<file path="config.mk">
export PLATFORM = sky130hd
export DESIGN_NAME = map_frame_writer_flat
export DESIGN_NICKNAME = d
export VERILOG_FILES = /design/src/rtl/map_frame_writer_if.sv /design/src/rtl/map_frame_writer.sv /design/src/flat_wrapper.sv
export SDC_FILE = /design/constraint.sdc
export NUM_CORES = 1
export LEC_CHECK = 0
export ABC_AREA = 1
export CAP_MARGIN = 20
export CORE_MARGIN = 10
export CORE_UTILIZATION = 35
export DETAILED_ROUTE_END_ITERATION = 10
export MAX_ROUTING_LAYER = met4
export PLACE_DENSITY = 0.59
export SYNTH_ARGS = -nofsm -noshare
export SYNTH_HDL_FRONTEND = slang
export SYNTH_SLANG_ARGS = --single-unit
</file>
<file path="constraint.sdc">
create_clock -name clk -period 18.5 [get_ports clk]
set_clock_uncertainty 0.15 [all_clocks]
set_input_delay 3.7 -clock clk [delete_from_list [all_inputs] [get_ports clk]]
set_output_delay 3.7 -clock clk [all_outputs]
set_load 0.02 [all_outputs]
</file>
<file path="src/rtl/map_frame_writer_if.sv">
// Frame handshake and cell-write port between game logic, map_frame_writer and the map generator.
// master = game-logic side, slave = map_frame_writer.
interface map_frame_writer_if #(
  parameter int COLS = 14,
  parameter int ROWS = 8
);
  localparam int CELLS = COLS * ROWS;

  logic [CELLS-1:0] frame_in;
  logic             frame_valid;
  logic             frame_ready;
  logic             force_all;
  logic [7:0]       x;
  logic [7:0]       y;
  logic [7:0]       dataIn;
  logic             switchBuffer;
  logic             toggle;
  logic             busy;
  logic             frame_done;
  logic [7:0]       write_count;

  modport master (
    output frame_in, frame_valid, force_all,
    input  frame_ready, x, y, dataIn, switchBuffer, toggle, busy, frame_done, write_count
  );

  modport slave (
    input  frame_in, frame_valid, force_all,
    output frame_ready, x, y, dataIn, switchBuffer, toggle, busy, frame_done, write_count
  );
endinterface

</file>
<file path="src/rtl/map_frame_writer.sv">
// Diffs each incoming wall bitmap against a shadow of the map generator's content and
// streams one SETUP/STROBE/HOLD cell write per changed cell, row-major.
module map_frame_writer #(
  parameter int COLS = 14,
  parameter int ROWS = 8
) (
  input logic               clk,
  input logic               rst,
  map_frame_writer_if.slave bus
);
  localparam int CELLS = COLS * ROWS;
  localparam int IW    = $clog2(CELLS);

  typedef enum logic [2:0] {IDLE, SCAN, SETUP, STROBE, HOLD, DONE} state_t;

  state_t           state;
  logic [CELLS-1:0] frame_q;
  logic [CELLS-1:0] shadow;
  logic             force_q;
  logic [IW-1:0]    idx;
  logic [7:0]       cx, cy;
  logic [7:0]       x_q, y_q, data_q;
  logic             strobe_q, toggle_q, ready_q, busy_q, done_q;
  logic [7:0]       count_q;

  logic             last_cell;
  logic             changed;
  logic [7:0]       cx_next, cy_next;

  assign last_cell = (idx == IW'(CELLS - 1));
  assign changed   = force_q | (frame_q[idx] != shadow[idx]);
  assign cx_next   = (cx == 8'(COLS - 1)) ? 8'd0 : cx + 8'd1;
  assign cy_next   = (cx == 8'(COLS - 1)) ? cy + 8'd1 : cy;

  always_ff @(posedge clk or posedge rst) begin
    if (rst) begin
      state    <= IDLE;
      frame_q  <= '0;
      // NOTE: the shadow is a register file that must be reset: its all-ones value mirrors
      // the map generator's power-up content, so the first diff is against real data.
      shadow   <= '1;
      force_q  <= 1'b0;
      idx      <= '0;
      cx       <= 8'd0;
      cy       <= 8'd0;
      x_q      <= 8'd0;
      y_q      <= 8'd0;
      data_q   <= 8'd0;
      strobe_q <= 1'b0;
      toggle_q <= 1'b0;
      ready_q  <= 1'b1;
      busy_q   <= 1'b0;
      done_q   <= 1'b0;
      count_q  <= 8'd0;
    end else begin
      done_q <= 1'b0;
      case (state)
        IDLE: begin
          if (bus.frame_valid) begin
            frame_q <= bus.frame_in;
            force_q <= bus.force_all;
            idx     <= '0;
            cx      <= 8'd0;
            cy      <= 8'd0;
            count_q <= 8'd0;
            ready_q <= 1'b0;
            busy_q  <= 1'b1;
            state   <= SCAN;
          end
        end
        SCAN: begin
          if (changed) begin
            x_q      <= cx;
            y_q      <= cy;
            data_q   <= {7'b0, frame_q[idx]};
            toggle_q <= 1'b1;
            state    <= SETUP;
          end else if (last_cell) begin
            done_q <= 1'b1;
            state  <= DONE;
          end else begin
            idx <= idx + IW'(1);
            cx  <= cx_next;
            cy  <= cy_next;
          end
        end
        SETUP: begin
          strobe_q <= 1'b1;
          state    <= STROBE;
        end
        STROBE: begin
          strobe_q <= 1'b0;
          state    <= HOLD;
        end
        HOLD: begin
          // toggle drops as HOLD ends so the write window covers exactly SETUP..HOLD.
          toggle_q    <= 1'b0;
          shadow[idx] <= frame_q[idx];
          count_q     <= count_q + 8'd1;
          if (last_cell) begin
            done_q <= 1'b1;
            state  <= DONE;
          end else begin
            idx   <= idx + IW'(1);
            cx    <= cx_next;
            cy    <= cy_next;
            state <= SCAN;
          end
        end
        DONE: begin
          ready_q <= 1'b1;
          busy_q  <= 1'b0;
          state   <= IDLE;
        end
        default: state <= IDLE;
      endcase
    end
  end

  assign bus.frame_ready  = ready_q;
  assign bus.busy         = busy_q;
  assign bus.frame_done   = done_q;
  assign bus.x            = x_q;
  assign bus.y            = y_q;
  assign bus.dataIn       = data_q;
  assign bus.switchBuffer = strobe_q;
  assign bus.toggle       = toggle_q;
  assign bus.write_count  = count_q;
endmodule

</file>
<file path="src/flat_wrapper.sv">
// flat-port wrapper written by rule: the top's interface ports become plain ports
module map_frame_writer_flat 
#(
  parameter int COLS = 14,
  parameter int ROWS = 8
)
  (clk, rst, bus_frame_in, bus_frame_valid, bus_force_all, bus_frame_ready, bus_x, bus_y, bus_dataIn, bus_switchBuffer, bus_toggle, bus_busy, bus_frame_done, bus_write_count);
  map_frame_writer_if #(.COLS(COLS), .ROWS(ROWS)) bus_i ();
  input logic clk;
  input logic rst;
  input wire logic [$bits(bus_i.frame_in)-1:0] bus_frame_in;
  input wire logic [$bits(bus_i.frame_valid)-1:0] bus_frame_valid;
  input wire logic [$bits(bus_i.force_all)-1:0] bus_force_all;
  output wire logic [$bits(bus_i.frame_ready)-1:0] bus_frame_ready;
  output wire logic [$bits(bus_i.x)-1:0] bus_x;
  output wire logic [$bits(bus_i.y)-1:0] bus_y;
  output wire logic [$bits(bus_i.dataIn)-1:0] bus_dataIn;
  output wire logic [$bits(bus_i.switchBuffer)-1:0] bus_switchBuffer;
  output wire logic [$bits(bus_i.toggle)-1:0] bus_toggle;
  output wire logic [$bits(bus_i.busy)-1:0] bus_busy;
  output wire logic [$bits(bus_i.frame_done)-1:0] bus_frame_done;
  output wire logic [$bits(bus_i.write_count)-1:0] bus_write_count;
  assign bus_i.frame_in = bus_frame_in;
  assign bus_i.frame_valid = bus_frame_valid;
  assign bus_i.force_all = bus_force_all;
  assign bus_frame_ready = bus_i.frame_ready;
  assign bus_x = bus_i.x;
  assign bus_y = bus_i.y;
  assign bus_dataIn = bus_i.dataIn;
  assign bus_switchBuffer = bus_i.switchBuffer;
  assign bus_toggle = bus_i.toggle;
  assign bus_busy = bus_i.busy;
  assign bus_frame_done = bus_i.frame_done;
  assign bus_write_count = bus_i.write_count;
  map_frame_writer #(.COLS(COLS), .ROWS(ROWS)) u_core (.clk(clk), .rst(rst), .bus(bus_i));
endmodule
</file>
-- Word level (Yosys, flattened, before mapping)
Index checks and enable logic that the tools add are counted.
- add/sub/neg operators: 4
- $mul: 0
- divide/modulo/power cells: 0
- magnitude comparators: 2
- equality and inequality tests: 12
- shift-type cells: 0
- muxes and demuxes: 36
- bitwise gates (word level): 1
- reductions and logical operators: 14
- operators by type and width (operator ; count):
    $bwmux W112 ; 1
    $mux W8 ; 7
    $pmux W8 S3 ; 2
    $add A8 B1 Y8 const B ; 3
    $mux W7 ; 3
    $pmux W7 S3 ; 1
    $pmux W8 S2 ; 1
    $pmux W3 S5 ; 1
    $bmux W1 S7 ; 2
    $mux W3 ; 4
    $reduce_and A2 Y1 ; 6
    $pmux W1 S2 ; 5
    $eq A8 B4 Y1 const B ; 1
    $lt A7 B8 Y1 const B ; 1
    $mux W1 ; 8
    $reduce_bool A2 Y1 ; 4
    $add A7 B1 Y7 const B ; 1
    $demux W1 S7 ; 1
    $eq A7 B7 Y1 const B ; 1
    $ge A7 B1 Y1 const B ; 1
    $eq A3 B2 Y1 const B ; 2
    $eq A3 B3 Y1 const B ; 2
    $ne A2 B2 Y1 const B ; 2
    $eq A3 B1 Y1 const B ; 1
    other kinds (8) ; 8
- bits in registers: 281
- bits in latches: 0
- bits in writable memories: 0
- memory bits (read-only): 0
- bits of input ports: 116
- output and inout port bits: 37
- word-level logic and storage cells: 85
- memories kept: 0

-- Logic depth before layout (Yosys ltp)
Gate-level depths: netlist of the first run.
- depth in word-level cells: 6
- mapped depth: 22
- depth with buffers taken out: 19

-- Worst setup path after synthesis of the first run
No wires, ideal clock.
- path type: input-to-reg
- start point: in bus_frame_valid
- end point: reg u_core.cy[0]
- library setup time: 118 ps
- arrival: 4801 ps
- required time: 18232 ps
- path slack: 13431 ps
- stages: 7
- buffers on the path: 0
- cells stage by stage: inv_1 nor2_1 nor2_1 nor2_1 nand3_1 nand2_1 nand2_1
- longest elaborated chain between the ends: 2
- RTL lines (what ; RTL line ; text):
    start, declared ; flat_wrapper.sv:12 ; input wire logic [$bits(bus_i.frame_valid)-1:0] bus_frame_valid;
    $ne A2 B2 Y1 (no source line) ; -- ;
    $reduce_and A3 Y1 (no source line) ; -- ;
    end signal, assigned ; map_frame_writer.sv:84 ; cy <= cy_next;
    end signal, assigned ; map_frame_writer.sv:106 ; cy <= cy_next;
    end, declared ; map_frame_writer.sv:21 ; logic [7:0] cx, cy;
Every way passes these cells.
A chain may end at the register's enable or synchronous reset.

-- Worst setup path after layout of the first run
- start point: in bus_frame_valid
- end point: reg u_core.frame_q[42]
- longest elaborated chain between the ends: 1
- RTL lines (what ; RTL line ; text):
    $reduce_and A2 Y1 (no source line) ; -- ;
    end signal, assigned ; map_frame_writer.sv:60 ; frame_q <= bus.frame_in;
    end, declared ; map_frame_writer.sv:17 ; logic [CELLS-1:0] frame_q;
Every way passes these cells.

==> results of run 1 <==
## stage by stage
stage,area [µm²],std cells,total power [mW]
6_report,17000,2504,2.12
5_1_grt,17000,2504,2.27
4_1_cts,16900,2501,2.13
3_5_place_dp,16000,2445,1.55
3_3_place_gp,16000,2445,1.53
2_1_floorplan,14300,1882,1.35
## registers in the layout (all words and copies together), names as in the netlist, 3 cells and up
signal	flops
u_core.frame_q	112
u_core.state	3
u_core.bus.x	8
u_core.bus.write_count	8
u_core.shadow	112
u_core.idx	7
u_core.bus.y	8
u_core.cy	8
u_core.cx	8
## synth_stat cells, drive strengths merged
cell type | number | area share [%]
nand3 | 43 | 1.6
dfrtp | 168 | 29
a31oi | 110 | 4.8
clkinv | 1 | 0.026
nor4 | 6 | 0.50
nand2 | 782 | 21
o21bai | 1 | 0.053
xor2 | 9 | 0.55
nor2 | 69 | 1.9
buf | 63 | 2.7
a21oi | 119 | 4.2
xnor2 | 3 | 0.18
nor3b | 3 | 0.16
nor3 | 13 | 0.53
o22ai | 2 | 0.088
a21boi | 1 | 0.053
inv | 130 | 3.4
conb | 1 | 0.026
a22o | 1 | 0.061
clkbuf | 65 | 1.7
and2 | 1 | 0.044
dfstp | 113 | 21
ha | 5 | 0.44
o21ai | 140 | 4.9
nand4 | 27 | 1.2
## cell families after synthesis
logic type                 Yosys count
buffers and inverters              259
adders and majority gates            5
DFF                                281
xor gates and xnor gates            12
AOI/OAI and AO/OA                  374
other                                1
and+or+nand+nor                    944
## how the worst min path moves through the flow
| stage | slack [ns] | endpoint | depth (start not counted) | start |
|---|---|---|---|---|
| 2_1_floorplan | 0.29 | u_core.frame_q[101]$_DFFE_PP0P_ | 2 | u_core.frame_q[101]$_DFFE_PP0P_ |
| 4_1_cts | 0.32 | u_core.frame_q[7]$_DFFE_PP0P_ | 2 | u_core.frame_q[7]$_DFFE_PP0P_ |
| 5_1_grt | 0.34 | u_core.frame_q[23]$_DFFE_PP0P_ | 2 | u_core.frame_q[23]$_DFFE_PP0P_ |
| 3_3_place_gp | 0.30 | u_core.frame_q[93]$_DFFE_PP0P_ | 2 | u_core.frame_q[93]$_DFFE_PP0P_ |
| 6_report | 0.32 | u_core.frame_q[29]$_DFFE_PP0P_ | 2 | u_core.frame_q[29]$_DFFE_PP0P_ |
| 3_5_place_dp | 0.31 | u_core.frame_q[7]$_DFFE_PP0P_ | 2 | u_core.frame_q[7]$_DFFE_PP0P_ |
## cell type report
cell class	count	area, µm²
multi-input cells	1342	6030
flip-flops and latches	281	7180
clock buffers	48	890
clock inverters	8	43.8
well taps	525	657
fillers	4043	23000
inverters	131	499
repair buffers	169	1660
## placed cells by master, fill, tap and decap left out, types with 2 or more instances in the layout
master / instances
inv_6: 2
buf_4: 21
nor3_1: 11
ha_1: 5
clkinv_2: 3
clkbuf_1: 12
a31oi_1: 110
nor3_2: 2
nand3_1: 41
nor4_1: 2
nor2_1: 64
buf_12: 2
a21oi_1: 119
nand2_1: 781
inv_2: 3
clkbuf_16: 31
clkdlybuf4s50_1: 145
o21ai_0: 116
nor2_2: 3
conb_1: 7
dfstp_2: 113
clkbuf_8: 5
o22ai_1: 2
xnor2_1: 3
nor4_4: 4
nor2_4: 2
inv_1: 125
nand4_1: 27
xor2_1: 9
nand3_2: 2
dfrtp_1: 166
clkinv_1: 5
o21ai_1: 23
nor3b_1: 3
## routing by layer
metal / vias to the layer above / track usage (%) / part of all wire [%]
li1: 6201 / - / -
met1: 5911 / 22.9 / 47
met2: 329 / 25.4 / 46
met3: 50 / 2.36 / 5.2
met4: 0 / 3.91 / 1.7
met5: - / - / 0
## worst min-delay path: stages (launching register included)
cell and delay, ns:
dfrtp_1 0.34, nand2_1 0.05, nand2_1 0.05
## power breakdown
part	internal [mW]	switching, mW
Combinational	0.205	0.513
Clock	0.328	0.248
Sequential	0.762	0.0610
==> reports/results.tsv, run 1 <==
stage	metric	value	unit
worst_setup_path	cp-endpoint	u_core.frame_q[42]$_DFFE_PP0P_	
worst_setup_path	worstPathArrival	6.02	ns
timing	tns	0	ns
worst_setup_path	max_stage_delay	0.74	ns
logic_synthesis	ys_seq_area_share	50.3	%
worst_setup_path	r2r_start	u_core.idx[2]$_DFFE_PP0P_	
logic_synthesis	ys_types	37	
worst_setup_path	cp-startpoint	bus_frame_valid	
detailed_routing	drt_iter0_drc	1111	
flow_run	maxCapViolCount	0	
placed_design	portBuffers	145	
logic_synthesis	syn_area	0.0143	mm²
timing	fin_crit_sh	31.2	%
finish	diodes	0	
clocking	clk_pin_slew	0.06	ns
worst_setup_path	cpLargestDelayFamily	buffers and inverters	
logic_synthesis	yosysWarnings	0	
run_status	status	completed	
timing	maxSlewHeadroom	31.9	%
worst_setup_path	required	18.76	ns
clocking	postCtsHoldBufs	0	
detailed_routing	detail_route.wl_per_cell	16.5	µm
timing	setup_slack	12.74	ns
worst_setup_path	criticalPathCategory	input pin to flop	
detailed_routing	routed_wl	41.3	mm
power_and_ir_drop	power.density	125	mW/mm²
detailed_routing	drcViolationCount	0	
finish	synthToLayoutAreaGrowth	18.9	%
placed_design	preCtsSetupSlack	12.17	ns
floorplanning	design.core.area	0.0400	mm²
logic_synthesis	avgSynthCellArea	7.60	µm²
worst_setup_path	slowest_stage	buf_4	
timing	tightest_slew	1.02	ns
power_and_ir_drop	p_leak	7.78	nW
worst_setup_path	cp-end-kind	flop	
global_route	antenna_found_initial	0	
detailed_routing	vias_per_cell	4.99	
logic_synthesis	synthXorXnorAreaFrac	0.737	%
worst_setup_path	ff2ff_setup_slack	13.97	ns
clocking	htree_levels	1	
clocking	cts-root-buf	clkbuf_16	
worst_setup_path	cp-start-kind	input pin	
logic_synthesis	synth_compound_area_share	14.2	%
timing	setup_viol	0	
finish	utilization	42.4	%
logic_synthesis	synth_seq_cells	281	
logic_synthesis	synthSimpleGateAreaFrac	26.5	%
global_route	grt_use_total	16.6	%
timing	min_period	5.76	ns
hold_path	holdCritPathClass	flop to flop	
worst_setup_path	cp_common_cell	buf_4	
timing	fmax	173	MHz
global_route	grt-ovfl-total	0	
floorplanning	num_io_pins	153	
worst_setup_path	worst-path-buf-inv	4	
floorplanning	fp.dieArea	0.0492	mm²
logic_synthesis	synth_adder_area_share	0.439	%
timing	rsz0062_at_grt	no	
timing	maxSlewViolCount	0	
detailed_routing	antenna_left	0	
global_route	grt_pass1_wl	66.8	mm
worst_setup_path	path_cells	clkdlybuf4s50_1 -> inv_1 -> nor2_4 -> buf_4 -> buf_4 -> o21ai_0	
placed_design	place.gp.congestion	0.797	
global_route	grt_pass1_vias	11748	
worst_setup_path	reg2reg_to	u_core.idx[0]$_DFFE_PP0P_	
global_route	grt_max_degree	171	
clocking	cts.sinks	281	
worst_setup_path	rr_worst_depth	17	
finish	layout-drive-gt1-share	10.1	%
worst_setup_path	cp.depth	6	
worst_setup_path	path_max_fanout	96	
logic_synthesis	synth_top_family_by_area	simple AND/OR/NAND/NOR gates	
clocking	cts_buffers	31	
logic_synthesis	synth.area.mux_share	0	%
clocking	post_cts_buffers	0	
clocking	tritoncts	yes	
power_and_ir_drop	irDropWorstVdd	0.0859	mV
timing	hold_viol_final	0	
placed_design	dp_hpwl	25.4	mm
clocking	clockBufferDepth	3	
detailed_routing	dr.pass1.iters	5	
finish	layout.nets	2077	
floorplanning	die_h	222	µm
floorplanning	die_x	222	µm
floorplanning	core.rowCount	73	
logic_synthesis	netlist_instances	1876	
floorplanning	start_util	35.6	%
clocking	insertion_delay	0.57	ns
timing	hold_ws	0.319	ns
clocking	ctsResizeCount	0	
detailed_routing	route.vias.total	12491	
Note: power is estimated with default switching activity, not from simulation.
==> run 2: changes to the inputs <==
Settings changed: PLACE_DENSITY 0.59 to 0.61.
Clock period 18.5 ns to 4.9 ns, I/O delays scaled along.
==> run 2 against run 1 <==
Combinational power increased to 3.8 times the previous value. Sequential share of layout area fell by 0.60 points. Critical path depth rose by 13. Register-to-register slack worse by 13 ns. Setup slack worse by 12 ns. Critical path type is now flop to flop. Largest power group unchanged. Highest routed layer unchanged.
==> reports/results.tsv, run 2 (same netlist as run 1, synthesis figures left out) <==
stage	metric	value	unit
finish	layout.nets	2085	
finish	reg_top3	u_core.frame_q x112, u_core.shadow x112	
floorplanning	core.rowCount	73	
clocking	htree_levels	2	
finish	synthToLayoutAreaGrowth	20.6	%
detailed_routing	vias_per_cell	5.02	
placed_design	dpl-instance-area	0.0161	mm²
finish	final_cell_mix	nand2_1, dfrtp_1, clkdlybuf4s50_1, inv_1, a21oi_1	
detailed_routing	detail_route.wl_per_cell	16.1	µm
finish	fin_area	0.0172	mm²
detailed_routing	drcViolationCount	0	
power_and_ir_drop	p_leak	7.90	nW
worst_setup_path	required	5.14	ns
placed_design	preCtsSetupSlack	1.18	ns
floorplanning	start_util	35.6	%
floorplanning	die_x	222	µm
clocking	tritoncts	yes	
placed_design	dp_hpwl	25.6	mm
global_route	grt-ovfl-total	0	
clocking	cts-root-buf	clkbuf_16	
worst_setup_path	cpLargestDelayFamily	simple AND/OR/NAND/NOR gates	
timing	hold_viol_final	0	
finish	regArea	0.00718	mm²
floorplanning	die_h	222	µm
detailed_routing	dr.pass1.iters	7	
run_status	status	completed	
flow_run	maxCapViolCount	0	
worst_setup_path	cp-start-kind	flop	
timing	rsz0062_at_grt	no	
placed_design	place.gp.congestion	0.811	
timing	fmax	270	MHz
finish	diodes	0	
detailed_routing	antenna_left	0	
timing	maxSlewHeadroom	29.5	%
worst_setup_path	cp_common_cell	nand2_1	
finish	mostFrequentLayoutCell	nand2_1	
clocking	cts_buffers	34	
worst_setup_path	cp-end-kind	flop	
global_route	antenna_found_initial	0	
timing	min_period	3.71	ns
floorplanning	design.core.area	0.0400	mm²
clocking	clk_pin_slew	0.06	ns
timing	fin_crit_sh	75.7	%
timing	tightest_slew	1.06	ns
finish	fillCellCount	4001	
clocking	post_cts_buffers	0	
hold_path	holdCritPathClass	flop to flop	
clocking	clockBufferDepth	3	
worst_setup_path	worstPathArrival	3.95	ns
global_route	grt_pass1_vias	11932	
worst_setup_path	path_cells	inv_2 -> buf_12 -> nand2_1 -> nand2_1 -> nand2_1 -> nand2_1 -> nand2_1 -> nand2_1 -> nand2_1 -> nand2_1 -> o21ai_1 -> nand2_1 -> nor2_1 -> nand2_1 -> nand3_2 -> nand2_2 -> nand3_2 -> nand2_1 -> nand2_1	
clocking	postCtsHoldBufs	0	
worst_setup_path	max_stage_delay	0.52	ns
timing	tns	0	ns
timing	setup_slack	1.19	ns
timing	maxSlewViolCount	0	
timing	setup_viol	0	
detailed_routing	routed_wl	40.6	mm
global_route	grt_use_total	16.2	%
clocking	ctsResizeCount	0	
global_route	grt_max_degree	186	
worst_setup_path	criticalPathCategory	flop to flop	
worst_setup_path	slowest_stage	inv_2	
power_and_ir_drop	power.density	483	mW/mm²
worst_setup_path	worst-path-buf-inv	2	
detailed_routing	drt_iter0_drc	1182	
clocking	insertion_delay	0.51	ns
power_and_ir_drop	irDropWorstVdd	0.315	mV
placed_design	portBuffers	145	
detailed_routing	route.vias.total	12604	
floorplanning	fp.dieArea	0.0492	mm²
finish	multi_input_area	0.00603	mm²
worst_setup_path	path_max_fanout	42	
global_route	grt_pass1_wl	65.2	mm
finish	layout-drive-gt1-share	10.8	%
floorplanning	num_io_pins	153	
clocking	cts.sinks	281	
run 2: cell types whose count changed in the layout (fill, tap and decap cells not counted), moves of 2 or more:
cell and change:
clkbuf_1 -3, clkinvlp_4 +2, buf_12 +3, bufinv_16 +2, clkbuf_16 +4, buf_4 +2
clkinv_2 +4, clkinv_1 -4
run 2: per-stage QoR:
stage,total power [mW],utilization [%],hold slack (ns),std cells
floorplan,5.10,-,0.292,1882
global placement,5.79,40.2,0.302,2452
detailed placement,5.85,40.2,0.304,2452
CTS,8.34,42.9,0.313,2512
global route,8.89,43.0,0.339,2513
finish,8.30,43.0,0.314,2513
run 2: final cells by class:
cell class	count	area share [%]
flip-flops and latches	281	41.7
multi-input cells	1342	35.1
repair buffers	174	10.2
clock buffers	49	5.69
well taps	525	3.82
inverters	131	2.88
clock inverters	11	0.647
run 2: path summary, 6_finish.rpt:
path / start / to / slack, ns / cells past startpoint
worst max-delay path: u_core.idx[0]$_DFFE_PP0P_ / u_core.idx[2]$_DFFE_PP0P_ / 1.19 / 19
worst min-delay path: u_core.bus.frame_ready$_DFFE_PP1P_ / u_core.bus.frame_ready$_DFFE_PP1P_ / 0.31 / 2
worst max register to register: u_core.idx[0]$_DFFE_PP0P_ / u_core.idx[2]$_DFFE_PP0P_ / 1.19 / 19
worst min register to register: u_core.bus.frame_ready$_DFFE_PP1P_ / u_core.bus.frame_ready$_DFFE_PP1P_ / 0.31 / 2
max in group asynchronous: rst / u_core.idx[1]$_DFFE_PP0P_ / 2.74 / 3
min in group asynchronous: rst / u_core.frame_q[42]$_DFFE_PP0P_ / 0.89 / 3
run 2: routing by layer:
layer / up-vias / routed length [µm] / GRT usage (%)
met1: 6017 / 19200 / 21.9
met5: - / 0 / -
met3: 52 / 1710 / 2.31
met2: 308 / 19000 / 25.4
li1: 6227 / - / -
met4: 0 / 692 / 3.63
run 2: worst reg2reg max path, cell delays in order, from the launching register on:
cell and delay [ns]:
dfrtp_4 0.50, inv_2 0.52, buf_12 0.32, nand2_1 0.08, nand2_1 0.07, nand2_1 0.06, nand2_1 0.08, nand2_1 0.05
nand2_1 0.07, nand2_1 0.04, nand2_1 0.14, o21ai_1 0.08, nand2_1 0.09, nor2_1 0.05, nand2_1 0.12, nand3_2 0.14
nand2_2 0.44, nand3_2 0.40, nand2_1 0.15, nand2_1 0.06
run 2: power breakdown:
group | internal [mW] | total (mW) | switching [mW]
combinational | 0.822 | 2.74 | 1.92
sequential | 2.88 | 3.11 | 0.229
clock | 1.49 | 2.46 | 0.963
total | 5.19 | 8.30 | 3.11
